<file path="config.mk">
export PLATFORM = sky130hd
export DESIGN_NAME = valu_out_fifo
export DESIGN_NICKNAME = d
export VERILOG_FILES = /design/src/rtl/valu_pkg.sv /design/src/rtl/valu_ofq_mem.sv /design/src/rtl/valu_out_fifo.sv
export SDC_FILE = /design/constraint.sdc
export NUM_CORES = 1
export LEC_CHECK = 0
export ABC_AREA = 1
export CAP_MARGIN = 20
export CORE_AREA = 2 2 200 143
export DETAILED_ROUTE_END_ITERATION = 8
export DIE_AREA = 0 0 202 145
export DONT_BUFFER_PORTS = 1
export PLACE_DENSITY = 0.74
export RECOVER_POWER = 50
export SYNTH_ARGS = -nofsm -noshare
export SYNTH_HDL_FRONTEND = slang
export SYNTH_HIERARCHICAL = 1
export SYNTH_SLANG_ARGS = --single-unit
</file>
<file path="constraint.sdc">
create_clock -name i_clk -period 5.01 [get_ports i_clk]
set_clock_uncertainty 0.1 [all_clocks]
set_input_delay 0.7515 -clock i_clk [delete_from_list [all_inputs] [get_ports i_clk]]
set_output_delay 0.7515 -clock i_clk [all_outputs]
set_load 0.02 [all_outputs]
</file>
<file path="src/rtl/valu_pkg.sv">
// Shared vector-ALU definitions: result sentinel and the result-queue entry.
package valu_pkg;

    localparam int VALU_DW = 32;
    localparam int VALU_AW = 8;

    // ALU emits this value when the result must not be written back.
    localparam logic [VALU_DW-1:0] VALU_SENTINEL = 32'hDEAD_DEAD;

    // One queued result: destination VRF address plus data.
    typedef struct packed {
        logic [VALU_AW-1:0] addr;
        logic [VALU_DW-1:0] data;
    } valu_res_t;

endpackage

</file>
<file path="src/rtl/valu_ofq_mem.sv">
// Storage array for the ALU result queue: registered write, asynchronous read.
module valu_ofq_mem
    import valu_pkg::*;
#(
    parameter int DEPTH = 8,
    parameter int PW    = $clog2(DEPTH)
) (
    input  logic            i_clk,
    input  logic            i_we,
    input  logic [PW-1:0]   i_waddr,
    input  valu_res_t       i_wdata,
    input  logic [PW-1:0]   i_raddr,
    output valu_res_t       o_rdata
);

    valu_res_t r_mem [DEPTH];

    // Write port; contents are intentionally not reset.
    always_ff @(posedge i_clk) begin
        if (i_we) r_mem[i_waddr] <= i_wdata;
    end

    assign o_rdata = r_mem[i_raddr];

endmodule

</file>
<file path="src/rtl/valu_out_fifo.sv">
// ALU result queue: first-word-fall-through FIFO feeding the VRF write port.
// The ALU cannot be stalled, so results arriving while full are dropped and
// flagged on o_overflow. Optional drop counter: define VALU_OFQ_DROPCNT_EN.
// DW/AW must match the entry widths held in valu_pkg.
module valu_out_fifo
    import valu_pkg::*;
#(
    parameter int DEPTH = 8,
    parameter int DW    = VALU_DW,
    parameter int AW    = VALU_AW
) (
    input  logic                     i_clk,
    input  logic                     i_rst,
    input  logic                     i_in_valid,
    input  logic [DW-1:0]            i_in_data,
    input  logic [AW-1:0]            i_in_addr,
    input  logic                     i_flush,
    output logic                     o_vrf_we,
    output logic [DW-1:0]            o_vrf_wdata,
    output logic [AW-1:0]            o_vrf_waddr,
    input  logic                     i_vrf_ready,
    output logic [$clog2(DEPTH):0]   o_count,
    output logic                     o_full,
    output logic                     o_empty,
    output logic                     o_overflow
`ifdef VALU_OFQ_DROPCNT_EN
    ,output logic [15:0]             o_drop_cnt
`endif
);

    localparam int PW = $clog2(DEPTH);
    localparam int CW = PW + 1;

    logic [PW-1:0] r_wr_ptr;
    logic [PW-1:0] r_rd_ptr;
    logic [CW-1:0] r_count;
    logic          r_overflow;

    logic          w_push_req;
    logic          w_pop;
    logic          w_push;
    logic          w_drop;
    valu_res_t     w_wr_ent;
    valu_res_t     w_rd_ent;

    // Sentinel results are filtered before they can occupy a slot.
    assign w_push_req = i_in_valid && (i_in_data != VALU_SENTINEL);
    assign w_pop      = o_vrf_we && i_vrf_ready;
    // A push into a full queue only fits if the head leaves in the same cycle;
    // pushes during flush are discarded and not treated as drops.
    assign w_push     = w_push_req && (!o_full || w_pop) && !i_flush;
    assign w_drop     = w_push_req && o_full && !w_pop && !i_flush;

    assign w_wr_ent.addr = i_in_addr;
    assign w_wr_ent.data = i_in_data;

    valu_ofq_mem #(.DEPTH(DEPTH), .PW(PW)) u_mem (
        .i_clk   (i_clk),
        .i_we    (w_push),
        .i_waddr (r_wr_ptr),
        .i_wdata (w_wr_ent),
        .i_raddr (r_rd_ptr),
        .o_rdata (w_rd_ent)
    );

    // Pointers and occupancy; pointers wrap naturally since DEPTH is a power of two.
    always_ff @(posedge i_clk) begin
        if (i_rst || i_flush) begin
            r_wr_ptr <= '0;
            r_rd_ptr <= '0;
            r_count  <= '0;
        end else begin
            if (w_push) r_wr_ptr <= r_wr_ptr + PW'(1);
            if (w_pop)  r_rd_ptr <= r_rd_ptr + PW'(1);
            if (w_push && !w_pop)      r_count <= r_count + CW'(1);
            else if (w_pop && !w_push) r_count <= r_count - CW'(1);
        end
    end

    // Sticky overflow flag; survives flush, cleared only by reset.
    always_ff @(posedge i_clk) begin
        if (i_rst)       r_overflow <= 1'b0;
        else if (w_drop) r_overflow <= 1'b1;
    end

`ifdef VALU_OFQ_DROPCNT_EN
    logic [15:0] r_drop_cnt;

    // Saturating count of dropped results.
    always_ff @(posedge i_clk) begin
        if (i_rst)                               r_drop_cnt <= '0;
        else if (w_drop && (r_drop_cnt != '1))   r_drop_cnt <= r_drop_cnt + 16'd1;
    end

    assign o_drop_cnt = r_drop_cnt;
`endif

    assign o_count     = r_count;
    assign o_full      = (r_count == CW'(DEPTH));
    assign o_empty     = (r_count == '0);
    assign o_overflow  = r_overflow;
    assign o_vrf_we    = !o_empty;
    assign o_vrf_wdata = w_rd_ent.data;
    assign o_vrf_waddr = w_rd_ent.addr;

endmodule
</file>
## Word level (Yosys, flattened, before mapping)

Memories as Yosys holds them, arrays and structs flattened. A register that Yosys moved wholly into a read port is not among the register bits.
Index checks and enable logic that the tools add are counted.

| word-level totals | value |
|---|---|
| register bits | 11 |
| bits in writable memories | 320 |
| input port bits | 45 |
| output and inout bits | 48 |
| word-level logic and storage cells | 35 |
| memories kept | 1 |

Memory list:

| name | depth | bits a word | rd ports | clocked after memory_dff | write ports | line | text |
|---|---|---|---|---|---|---|---|
| u_mem.r_mem | 8 | 40 | 1 | 1 | 1 | valu_ofq_mem.sv:16 | `valu_res_t r_mem [DEPTH];` |

| cells by class | value |
|---|---|
| $add $sub $neg | 4 |
| equality and inequality tests | 2 |
| multiplexer cells | 6 |
| reduce and logical (&&, ||, !) cells | 18 |

Operators with widths:

| cell | number |
|---|---|
| $ne 32x32->1 const B | 1 |
| $logic_and 1x1->1 | 9 |
| $mux 4 | 2 |
| $add 3x1->3 const B | 2 |
| $mux 3 | 2 |
| $logic_not 1->1 | 5 |
| $add 4x1->4 const B | 1 |
| $eq 4x4->1 const B | 1 |
| $logic_not 4->1 | 1 |
| $sub 4x1->4 const B | 1 |
| $logic_or 1x1->1 | 2 |
| $mux 1 | 2 |
| $reduce_bool 2->1 | 1 |

## Depth between registers and ports, before layout

Gate-level depths: netlist of the first run.

| logic depth | value |
|---|---|
| depth in word-level cells | 10 |
| mapped depth | 20 |
| mapped depth without buffers | 20 |

## Modules after synthesis

The synthesis of the first run kept the hierarchy.

Modules (own cells, without submodules):

| module | times used | cells each | area each (sq um) | sequential area each (sq um) |
|---|---|---|---|---|
| valu_ofq_mem | 1 | 1401 | 13998.4 | 9609.2 |
| valu_out_fifo | 1 | 127 | 819.5 | 220.2 |

## Worst setup path before layout of the first run

OpenSTA, ideal clock, no wires.

| timing | value |
|---|---|
| path type | input to register |
| from | input i_in_data[8] |
| to | memory u_mem/r_mem[1][0] (netlist bit), enable pin |
| library setup time | 438 ps |
| arrival time | 3034 ps |
| required time | 4472 ps |
| setup slack | 1438 ps |
| stages on the path | 10 |
| path buffers | 0 |
| cell sequence | inv_1 nand2_1 nor2_1 nand2_1 nor2_2 nand2_2 nand3_4 inv_1 nand2_1 nor2_1 |

| on the way | value |
|---|---|
| word-level cells in the longest chain between the ends | 6 |

Ends and longest elaborated chain:

| element | line | text |
|---|---|---|
| start: declaration | valu_out_fifo.sv:15 | `input logic [DW-1:0] i_in_data,` |
| $ne 32x32->1 | valu_out_fifo.sv:47 | `assign w_push_req = i_in_valid && (i_in_data != VALU_SENTINEL);` |
| $logic_and 1x1->1 | valu_out_fifo.sv:47 |  |
| $logic_and 1x1->1 (2 in a row) | valu_out_fifo.sv:51 | `assign w_push = w_push_req && (!o_full \|\| w_pop) && !i_flush;` |
| net w_push | valu_out_fifo.sv:41 | `logic w_push;` |
| $mux 1 | valu_ofq_mem.sv:20 | `if (i_we) r_mem[i_waddr] <= i_wdata;` |
| $mux 1 (not written as such) | valu_ofq_mem.sv:20 |  |
| end: declaration | valu_ofq_mem.sv:16 |  |

The timed path passes the listed nets, and every way through them passes these cells.

==> impl_metrics.toml, run 1 <==
[status]
status = "finished with violations"
violations = "max-capacitance violations, max-slew violations"

[die]
core_area_sq_mm = 0.0274
start_util = 0.541
dieArea_sq_mm = 0.0293
die_h_microns = 145
ios = 93
num_rows = 51
die_w_microns = 202

[routing]
drc = 0
drtAntennaViolNets = 0
vias = 9388
detail_route.wl_per_cell_microns = 16.0
viasPerCell = 4.92
dr.pass1.iters = 5
first_iter_violations = 741
wirelength_microns = 30600

[setup_path]
crit_chain = "clkbuf_2 -> nand3_1 -> nand2_1 -> nand2_1 -> nand2_1"
crit_top_cell = "nand2_1"
crit_arrival_ns = 3.08
crit_path_start_kind = "flop"
critPathMaxFanout = 82
reg2reg_slack_ns = 1.08
cp_slowest_stage_delay_ns = 1.44
cp-end-kind = "output pin"
cp_num_buf_inv = 1
required_ns = 4.16
path_class = "reg -> out"
crit_family = "buffers and inverters"
cpMaxStageDelayCell = "clkbuf_2"

[grt]
use_met3 = 0.0517
met1_usage = 0.287
grtUsageMet2 = 0.340
grt_pass1_wl_microns = 48000
grt_busiest_layer = "met2"
antenna_found_initial = 0
grt_pass1_vias = 8945
grt_use_total = 0.210
grt-ovfl-total = 0
grt_max_degree = 96

[synthesis]
avgSynthCellArea_sq_um = 9.70
seq_area_frac_synth = 0.663
yosysWarningCount = 6
synth_top_cells_by_area = "edfxtp_1, nand2_1, inv_1, nand3_1, inv_2"
syn_nets = 1579
synth_top_area_frac = 0.648
synthesis.area_sq_mm = 0.0148
synth.distinct_cells = 29
synth_seq_cells = 331
syn_inst = 1528
synth_top_area_cell = "edfxtp_1"

[timing]
setup_tns_ns = 0
max_slew_margin = -0.337
fin_crit_ns = 3.93
fmax_mhz = 254
rsz0062_at_grt = "false"
worstMarginPinSlew_ns = 2.01
maxSlewViolCount = 101
fin_crit_sh = 0.785
hold_viol = 0
setup_viol = 0
fin_ws_ns = 1.08

[place]
place_hpwl_microns = 17300
placedCellCount = 1855
gp_congestion = 0.828
io_buffers = 0
place_ws_ns = 1.62

[cts]
postCtsSetupBuffers = 0
cts_tree = "built"
cts.sinks = 331
hold_buffers = 0
clk_path_buf_depth = 3
cts_made_buffers = 31
path_clk_slew_ns = 0.07
htreeDepth = 1
insertion_delay_ns = 0.56
post_cts_resized = 0
cts-root-buf = "clkbuf_16"

[cells_and_area]
final_cells = 1909
nets = 1568
area_growth_syn_to_layout_pct = 8.17
fill_cells = 2232
drive_gt1_frac = 0.116
postLayoutCoreUtil = 0.585
multi_input_area_sq_mm = 0.00332
regArea_sq_mm = 0.00983
diodes = 0

[pwr]
vdd_drop_max_uv = 276
p_leak_nw = 7.14
cellPowerDensity_mw_per_mm2 = 355

[worst_hold_path]
hp-class = "in -> reg"

[flow_run]
cap_viol_max_count = 2
==> final cells by class <==
cell class / count / area share
Clock inverter: 11 / 0.00796
Timing Repair Buffer: 17 / 0.00781
Tap cell: 371 / 0.0290
Inverter: 355 / 0.0833
Clock buffer: 43 / 0.0512
Sequential cell: 331 / 0.614
Multi-Input combinational cell: 781 / 0.207
==> cells by family (layout without fill, tap and decap cells) <==
logic type                 after synthesis  in the layout  share of synthesized area
and+or+nand+nor                        761            761                      0.211
AOI/OAI and AO/OA                       12             12                    0.00490
DFF                                    331            331                      0.663
adders and majority gates                6              6                    0.00557
buffers and inverters                  416            426                      0.114
xor gates and xnor gates                 2              2                    0.00118
==> cell usage in the layout (no fill, tap or decap), drive strengths merged <==
cell type	instances
fa	1
bufinv	3
clkinv	8
buf	16
nand4	3
o22ai	1
ha	5
nand3	167
edfxtp	320
clkbuf	44
o21ai	5
nor2	27
nand2	564
inv	355
xor2	2
a21oi	6
dfxtp	11
==> final timing paths <==
path,startpoint,cells past startpoint,to
worst max-delay path,r_rd_ptr[1],5,o_vrf_wdata[19]
worst max register to register,o_count[0],9,u_mem/r_mem[3][15]
worst min register to register,r_wr_ptr[2],2,r_wr_ptr[2]
worst min-delay path,i_in_data[13],0,u_mem/r_mem[4][13]
==> per-layer routing <==
layer	part of all wire	up-vias	wire, microns
met5	0	-	0
met4	0.022	0	685
met3	0.078	62	2390
met2	0.47	290	14300
met1	0.43	4342	13200
li1	-	4694	-
==> cell usage after synthesis (all sizes together) <==
master	count
a21oi	6
buf	49
clkbuf	12
clkinv	1
dfxtp	11
edfxtp	320
fa	1
ha	5
inv	354
nand2	564
nand3	167
nand4	3
nor2	27
o21ai	5
o22ai	1
xor2	2
==> per-stage QoR <==
stage               power, mW  instance area, sq um  hold slack, ns
finish                   5.69                 16000           0.182
global route             5.89                 16000           0.149
floorplan                3.44                 14800           0.353
global placement         3.50                 15100           0.422
detailed placement       3.51                 15100           0.427
CTS                      5.74                 16100           0.153
==> power breakdown <==
| part | leakage (nW) | switching, mW | internal (mW) |
|---|---|---|---|
| sequential | 2.98 | 0.0222 | 3.06 |
| clock | 0.459 | 0.956 | 1.29 |
| combinational | 3.70 | 0.270 | 0.0893 |
| total | 7.14 | 1.25 | 4.44 |
==> sequential cells by signal, indices dropped and copies added (netlist names) <==
signal,count
r_wr_ptr,3
o_count,4
o_overflow,1
u_mem/r_mem,320
r_rd_ptr,3
(Power assumes the default switching activity.)
==> inputs of run 2 (changes only) <==
--- a/config.mk
+++ b/config.mk
@@ -5,13 +5,13 @@
 export SDC_FILE = /design/constraint.sdc
 export NUM_CORES = 1
 export LEC_CHECK = 0
-export ABC_AREA = 1
+export ABC_AREA = 0
 export CAP_MARGIN = 20
-export CORE_AREA = 2 2 200 143
+export CORE_AREA = 2 2 188 135
 export DETAILED_ROUTE_END_ITERATION = 8
-export DIE_AREA = 0 0 202 145
+export DIE_AREA = 0 0 190 137
 export DONT_BUFFER_PORTS = 1
-export PLACE_DENSITY = 0.74
+export PLACE_DENSITY = 0.73
 export RECOVER_POWER = 50
 export SYNTH_ARGS = -nofsm -noshare
 export SYNTH_HDL_FRONTEND = slang
==> constraint.sdc (replaced) <==
create_clock -name i_clk -period 3.7 [get_ports i_clk]
set_clock_uncertainty 0.1 [all_clocks]
set_input_delay 0.555 -clock i_clk [delete_from_list [all_inputs] [get_ports i_clk]]
set_output_delay 0.555 -clock i_clk [all_outputs]
set_load 0.02 [all_outputs]
==> run 2 against run 1 <==
Net effect: the flow now finishes without violations; first-iteration DRC count shrank 35%; via count shrank 38%; sequential share of layout area grew 4.2 points; largest cell class unchanged; highest routed layer unchanged.
==> impl_metrics.toml, run 2 <==
[cells_and_area]
multi_input_area_sq_mm = 0.00314
regArea_sq_mm = 0.00984
nets = 667
drive_gt1_frac = 0.185
layout_common_cells = "edfxtp_1, mux4_1, mux2_2, dlygate4sd3_1, clkbuf_16"
mostFrequentLayoutCell = "edfxtp_1"
largest_reg_flops = 320
largest-register = "u_mem/r_mem"
area_growth_syn_to_layout_pct = 14.5
fill_cells = 1629
postLayoutCoreUtil = 0.620

[die]
die_h_microns = 137
dieArea_sq_mm = 0.0260
ios = 93
die_w_microns = 190
start_util = 0.541
core_area_sq_mm = 0.0242
num_rows = 48

[status]
status = "completed"

[grt]
grt-ovfl-total = 0
antenna_found_initial = 0
grt_use_total = 0.199
grt_max_degree = 35
grt_pass1_vias = 6055
grt_pass1_wl_microns = 37500

[synthesis]
syn_inst = 549
avgSynthCellArea_sq_um = 23.8
synth_top_cells_by_area = "edfxtp_1, mux4_1, mux2_2, dfxtp_1, buf_6"
async_flop_share = 0
synth_top_area_cell = "edfxtp_1"
synth_top_area_frac = 0.734
synth_common_cells = "edfxtp_1, mux4_1, mux2_2, nor2_1, clkbuf_1"
synth_seq_cells = 331
synth_top_flop_cell = "edfxtp_1"
seq_area_frac_synth = 0.751
synth.distinct_cells = 34
yosys.cell_count.top_type = "edfxtp_1"
synth_edf_count = 320
synthesis.area_sq_mm = 0.0131
yosysWarningCount = 6
syn_nets = 600

[timing]
fmax_mhz = 301
worstMarginPinSlew_ns = 0.573
fin_crit_sh = 0.899
rsz0062_at_grt = "false"
fin_crit_ns = 3.33
maxSlewViolCount = 0
hold_viol = 0
max_slew_margin = 0.618
setup_viol = 0

[setup_path]
crit_arrival_ns = 2.67
crit_path_start_kind = "flop"
critPathMaxFanout = 32
path_class = "reg -> out"
required_ns = 3.04
cp-end-kind = "output pin"

[place]
io_buffers = 0
gp_congestion = 0.765
place_hpwl_microns = 14200

[cts]
insertion_delay_ns = 0.56
post_cts_resized = 0
cts-root-buf = "clkbuf_16"
clk_path_buf_depth = 3
cts_made_buffers = 30
htreeDepth = 1
cts_tree = "built"
path_clk_slew_ns = 0.07
cts.sinks = 331

[routing]
first_iter_violations = 482
vias = 5793
viasPerCell = 6.00
drtAntennaViolNets = 0
drc = 0
dr.pass1.iters = 5
detail_route.wl_per_cell_microns = 26.4
wirelength_microns = 25500

[pwr]
vdd_drop_max_uv = 414
cellPowerDensity_mw_per_mm2 = 501
p_leak_nw = 4.76
power_mw = 7.52

[worst_hold_path]
hp-class = "in -> reg"

[flow_run]
cap_viol_max_count = 0
==> run 2: cell types whose count changed in the layout (fill, tap and decap cells not counted), sizes merged, moves of 7 or more <==
| cell | delta |
|---|---|
| nand2 | -559 |
| mux2 | +40 |
| nand3 | -163 |
| dlygate4sd3 | +40 |
| clkinv | +7 |
| mux4 | +80 |
| nor2 | -13 |
| inv | -350 |
==> run 2: cell families (layout without fill, tap and decap cells) <==
| family | count (synthesis) | after routing | synth area share |
|---|---|---|---|
| DFF | 331 | 331 | 0.751 |
| muxes | 121 | 121 | 0.196 |
| AOI/OAI and AO/OA | 13 | 13 | 0.00745 |
| other | 0 | 1 | 0 |
| buffers and inverters | 29 | 119 | 0.0141 |
| adders and majority gates | 6 | 6 | 0.00631 |
| xor gates and xnor gates | 6 | 6 | 0.00401 |
| and+or+nand+nor | 43 | 43 | 0.0215 |
==> run 2: stage by stage <==
stage	cells	setup TNS [ns]	hold slack [ns]	setup WS [ns]	cell area [sq um]
floorplan	549	-1.19	0.377	-0.00628	13100
global placement	869	0	0.443	0.657	13700
detailed placement	869	0	0.468	0.632	13700
CTS	964	0	0.0366	0.334	15000
global route	964	0	0.0763	0.294	15000
finish	965	0	0.0566	0.373	15000
==> run 2: power breakdown <==
group | switching (mW) | internal [mW]
clock network | 1.27 | 1.70
logic | 0.212 | 0.160
registers | 0.0300 | 4.14
total | 1.52 | 6.00
==> run 2: path summary, 6_finish.rpt <==
kind | startpoint | end | slack, ns | depth (start not counted)
max | r_rd_ptr[0] | o_vrf_wdata[3] | 0.37 | 3
min | i_vrf_ready | r_rd_ptr[1] | 0.06 | 2
min reg2reg | r_wr_ptr[2] | r_wr_ptr[2] | 0.47 | 3
max reg2reg | o_count[0] | o_count[3] | 0.61 | 11
==> run 2: critical path, stage by stage (launching register included) <==
cell and delay [ns]:
dfxtp_4 0.71, buf_4 0.41, mux4_1 0.61, mux2_2 0.35
==> run 2: final cells by class <==
type                    count  share of cell area
repair buffers             59              0.0426
well taps                 325              0.0271
clock buffers              37              0.0518
multi-input cells         189               0.209
flip-flops and latches    331               0.656
inverters                   5             0.00125
diodes                      1            0.000167
clock inverters            18              0.0118
==> run 2: what timing repair did <==
item                                    4_1_cts  5_1_grt
endpoints found under the hold margin       320        0
hold buffers                                 40        0
setup buffers                                 0        0
endpoints found under the setup margin        0        0
==> run 2: layer usage <==
| metal | GRT usage | share of wire | routed length (microns) |
|---|---|---|---|
| met5 | 0 | 0 | 0 |
| met4 | 0.0306 | 0.010 | 265 |
| met3 | 0.0490 | 0.079 | 2020 |
| met2 | 0.327 | 0.48 | 12100 |
| met1 | 0.282 | 0.43 | 11100 |
==> inputs of run 3 (changes only) <==
--- a/config.mk
+++ b/config.mk
@@ -7,13 +7,12 @@
 export LEC_CHECK = 0
 export ABC_AREA = 0
 export CAP_MARGIN = 20
-export CORE_AREA = 2 2 188 135
+export CORE_AREA = 2 2 189 135
 export DETAILED_ROUTE_END_ITERATION = 8
-export DIE_AREA = 0 0 190 137
+export DIE_AREA = 0 0 191 137
 export DONT_BUFFER_PORTS = 1
-export PLACE_DENSITY = 0.73
+export PLACE_DENSITY = 0.74
 export RECOVER_POWER = 50
 export SYNTH_ARGS = -nofsm -noshare
 export SYNTH_HDL_FRONTEND = slang
-export SYNTH_HIERARCHICAL = 1
 export SYNTH_SLANG_ARGS = --single-unit
==> constraint.sdc (replaced) <==
create_clock -name i_clk -period 3.32 [get_ports i_clk]
set_clock_uncertainty 0.1 [all_clocks]
set_input_delay 0.166 -clock i_clk [delete_from_list [all_inputs] [get_ports i_clk]]
set_output_delay 0.166 -clock i_clk [all_outputs]
set_load 0.02 [all_outputs]
==> run 3 against run 2 <==
Net effect: critical path depth up 1; wire length up 1.8%; sequential share of layout area down 0.10 points; synthesized area up 0.72%; power up 13%; cell area up 0.74%; flip-flop and latch count up 3; count of clock-buffer cells in the layout up 3; highest routed layer unchanged.
==> impl_metrics.toml, run 3 <==
[status]
status = "completed"

[setup_path]
critPathMaxFanout = 36
worstRegToRegCells = 4
worstSetupStartpoint = "o_count[1]"
timing.rr.start = "o_count[1]"
crit_arrival_ns = 3.16
crit_path_start_kind = "flop"
path_class = "reg -> reg"
reg2reg_to = "u_mem.r_mem[3][22]"
cp-endpoint = "u_mem.r_mem[3][22]"
reg2reg_slack_ns = 0.24
required_ns = 3.40
crit_chain = "or4b_4 -> o221ai_1 -> nor3_1 -> buf_4"
cp_slowest_stage_delay_ns = 0.77
cpMaxStageDelayCell = "nor3_1"
cp-end-kind = "flop"

[cts]
clk_path_buf_depth = 3
path_clk_slew_ns = 0.07
htreeDepth = 1
cts-root-buf = "clkbuf_16"
insertion_delay_ns = 0.55
post_cts_resized = 0
cts.sinks = 334
cts_made_buffers = 30
postCtsSetupBuffers = 0
cts_tree = "built"
hold_buffers = 45

[cells_and_area]
drive_gt1_frac = 0.167
area_growth_syn_to_layout_pct = 14.6
nets = 680
layout_common_cells = "edfxtp_1, mux4_1, dlygate4sd3_1"
postLayoutCoreUtil = 0.621
fin_area_sq_mm = 0.0151
largest-register = "u_mem.r_mem"
largest_reg_flops = 320
mostFrequentLayoutCell = "edfxtp_1"

[grt]
grt_pass1_vias = 6220
met1_usage = 0.283
grt_pass1_wl_microns = 38300
use_met3 = 0.0418
grt-ovfl-total = 0
grt_busiest_layer = "met2"
grt_use_total = 0.203
antenna_found_initial = 0
grtUsageMet2 = 0.338
grt_max_degree = 55

[routing]
detail_route.wl_per_cell_microns = 26.5
dr.pass1.iters = 4
drtAntennaViolNets = 0
first_iter_violations = 416
drc = 0
viasPerCell = 6.07
vias = 5937
wirelength_microns = 25900

[die]
dieArea_sq_mm = 0.0262
die_w_microns = 191
die_h_microns = 137
core_area_sq_mm = 0.0243
num_rows = 48
start_util = 0.542
ios = 93

[place]
io_buffers = 0
place_hpwl_microns = 13700
gp_congestion = 0.833
dpl_cell_area_sq_mm = 0.0137
place_ws_ns = 0.357

[timing]
setup_viol = 0
hold_viol = 0
rsz0062_at_grt = "false"
fin_crit_ns = 3.08
max_slew_margin = 0.301
maxSlewViolCount = 0
fin_ws_ns = 0.243
fin_crit_sh = 0.927
worstMarginPinSlew_ns = 1.05
worst_hold_slack_ns = 0.0261
fmax_mhz = 325

[pwr]
vdd_drop_max_uv = 368
p_sw_frac = 0.200
cellPowerDensity_mw_per_mm2 = 565
combinationalPowerShare = 0.052
p_leak_nw = 4.80
seqPwrFrac = 0.549
netSwitchingPower_mw = 1.71
p_int_mw = 6.82
power.share.clock = 0.400

[synthesis]
avgSynthCellArea_sq_um = 23.4
async_flop_share = 0
synth_edf_count = 320
synth_top_flop_cell = "edfxtp_1"
seq_area_frac_synth = 0.750
synth_top_area_frac = 0.729
yosysWarningCount = 0
synthesis.area_sq_mm = 0.0132
synth.distinct_cells = 35
synth_common_cells = "edfxtp_1, mux4_1, mux2_2, clkbuf_1, dfxtp_1"
synth_seq_cells = 334
syn_nets = 614
yosys.cell_count.top_type = "edfxtp_1"
synth_top_area_cell = "edfxtp_1"
syn_inst = 563
synth_top_cells_by_area = "edfxtp_1, mux4_1, mux2_2, dfxtp_1, buf_6"

[worst_hold_path]
hp-class = "in -> reg"

[flow_run]
cap_viol_max_count = 0
==> run 3: cell types whose count changed in the layout (fill, tap and decap cells not counted), sizes merged, moves of 3 or more <==
cell	delta
clkinv	-5
mux2i	+5
nand2	+4
dlygate4sd3	+5
buf	-3
dfxtp	+3
==> run 3: cell families after synthesis <==
kind of cell / count (synthesis) / synth area share
buf+inv: 31 / 0.0140
simple gates: 51 / 0.0229
compound gates: 11 / 0.00598
xor+xnor: 4 / 0.00266
fa+ha+maj: 6 / 0.00626
flops: 334 / 0.750
mux: 126 / 0.198
==> run 3: worst max-delay path, delay by kind of cell (launching register included) <==
family | cells | cell delay [ns]
and+or+nand+nor | 2 | 1.02
buffers and inverters | 1 | 0.66
DFF | 1 | 0.58
AOI/OAI and AO/OA | 1 | 0.32
==> run 3: cell type report <==
type	count	area, sq um
clock inverters	15	151
clock buffers	40	830
repair buffers	60	626
multi-input cells	198	3180
flip-flops and latches	334	9900
fillers	1659	9220
inverters	5	18.8
well taps	325	407
diodes	1	2.50
==> run 3: through the flow <==
step	power (mW)	std cells	TNS, ns
after global placement	5.11	877	0
final	8.53	978	0
after detailed placement	5.13	877	0
after CTS	8.59	977	0
after global routing	8.79	977	0
after floorplan	5.06	563	-108.39
==> run 3: layer usage <==
metal / wire [microns] / vias up
li1: - / 2590
met1: 11200 / 3129
met2: 12700 / 181
met3: 1610 / 37
met4: 433 / 0
met5: 0 / -
==> run 3: how the worst min path moves through the flow <==
stage	startpoint	endpoint	slack [ns]	cells past startpoint
after global placement	i_rst	o_overflow	0.14	1
final	i_in_valid	u_mem.r_mem[1][6]	0.03	2
after floorplan	i_rst	o_overflow	0.14	1
after global routing	i_in_valid	u_mem.r_mem[1][0]	0.02	2
after detailed placement	i_rst	o_overflow	0.15	1
after CTS	i_in_valid	u_mem.r_mem[1][6]	0.009	2
==> run 3: power groups by stage <==
stage          Sequential, mW  Combinational, mW  Clock, mW
4_1_cts                  4.68              0.445       3.47
6_report                 4.68              0.440       3.41
3_5_place_dp             4.77              0.354          0
2_1_floorplan            4.76              0.299          0
3_3_place_gp             4.77              0.345          0
5_1_grt                  4.68              0.471       3.64
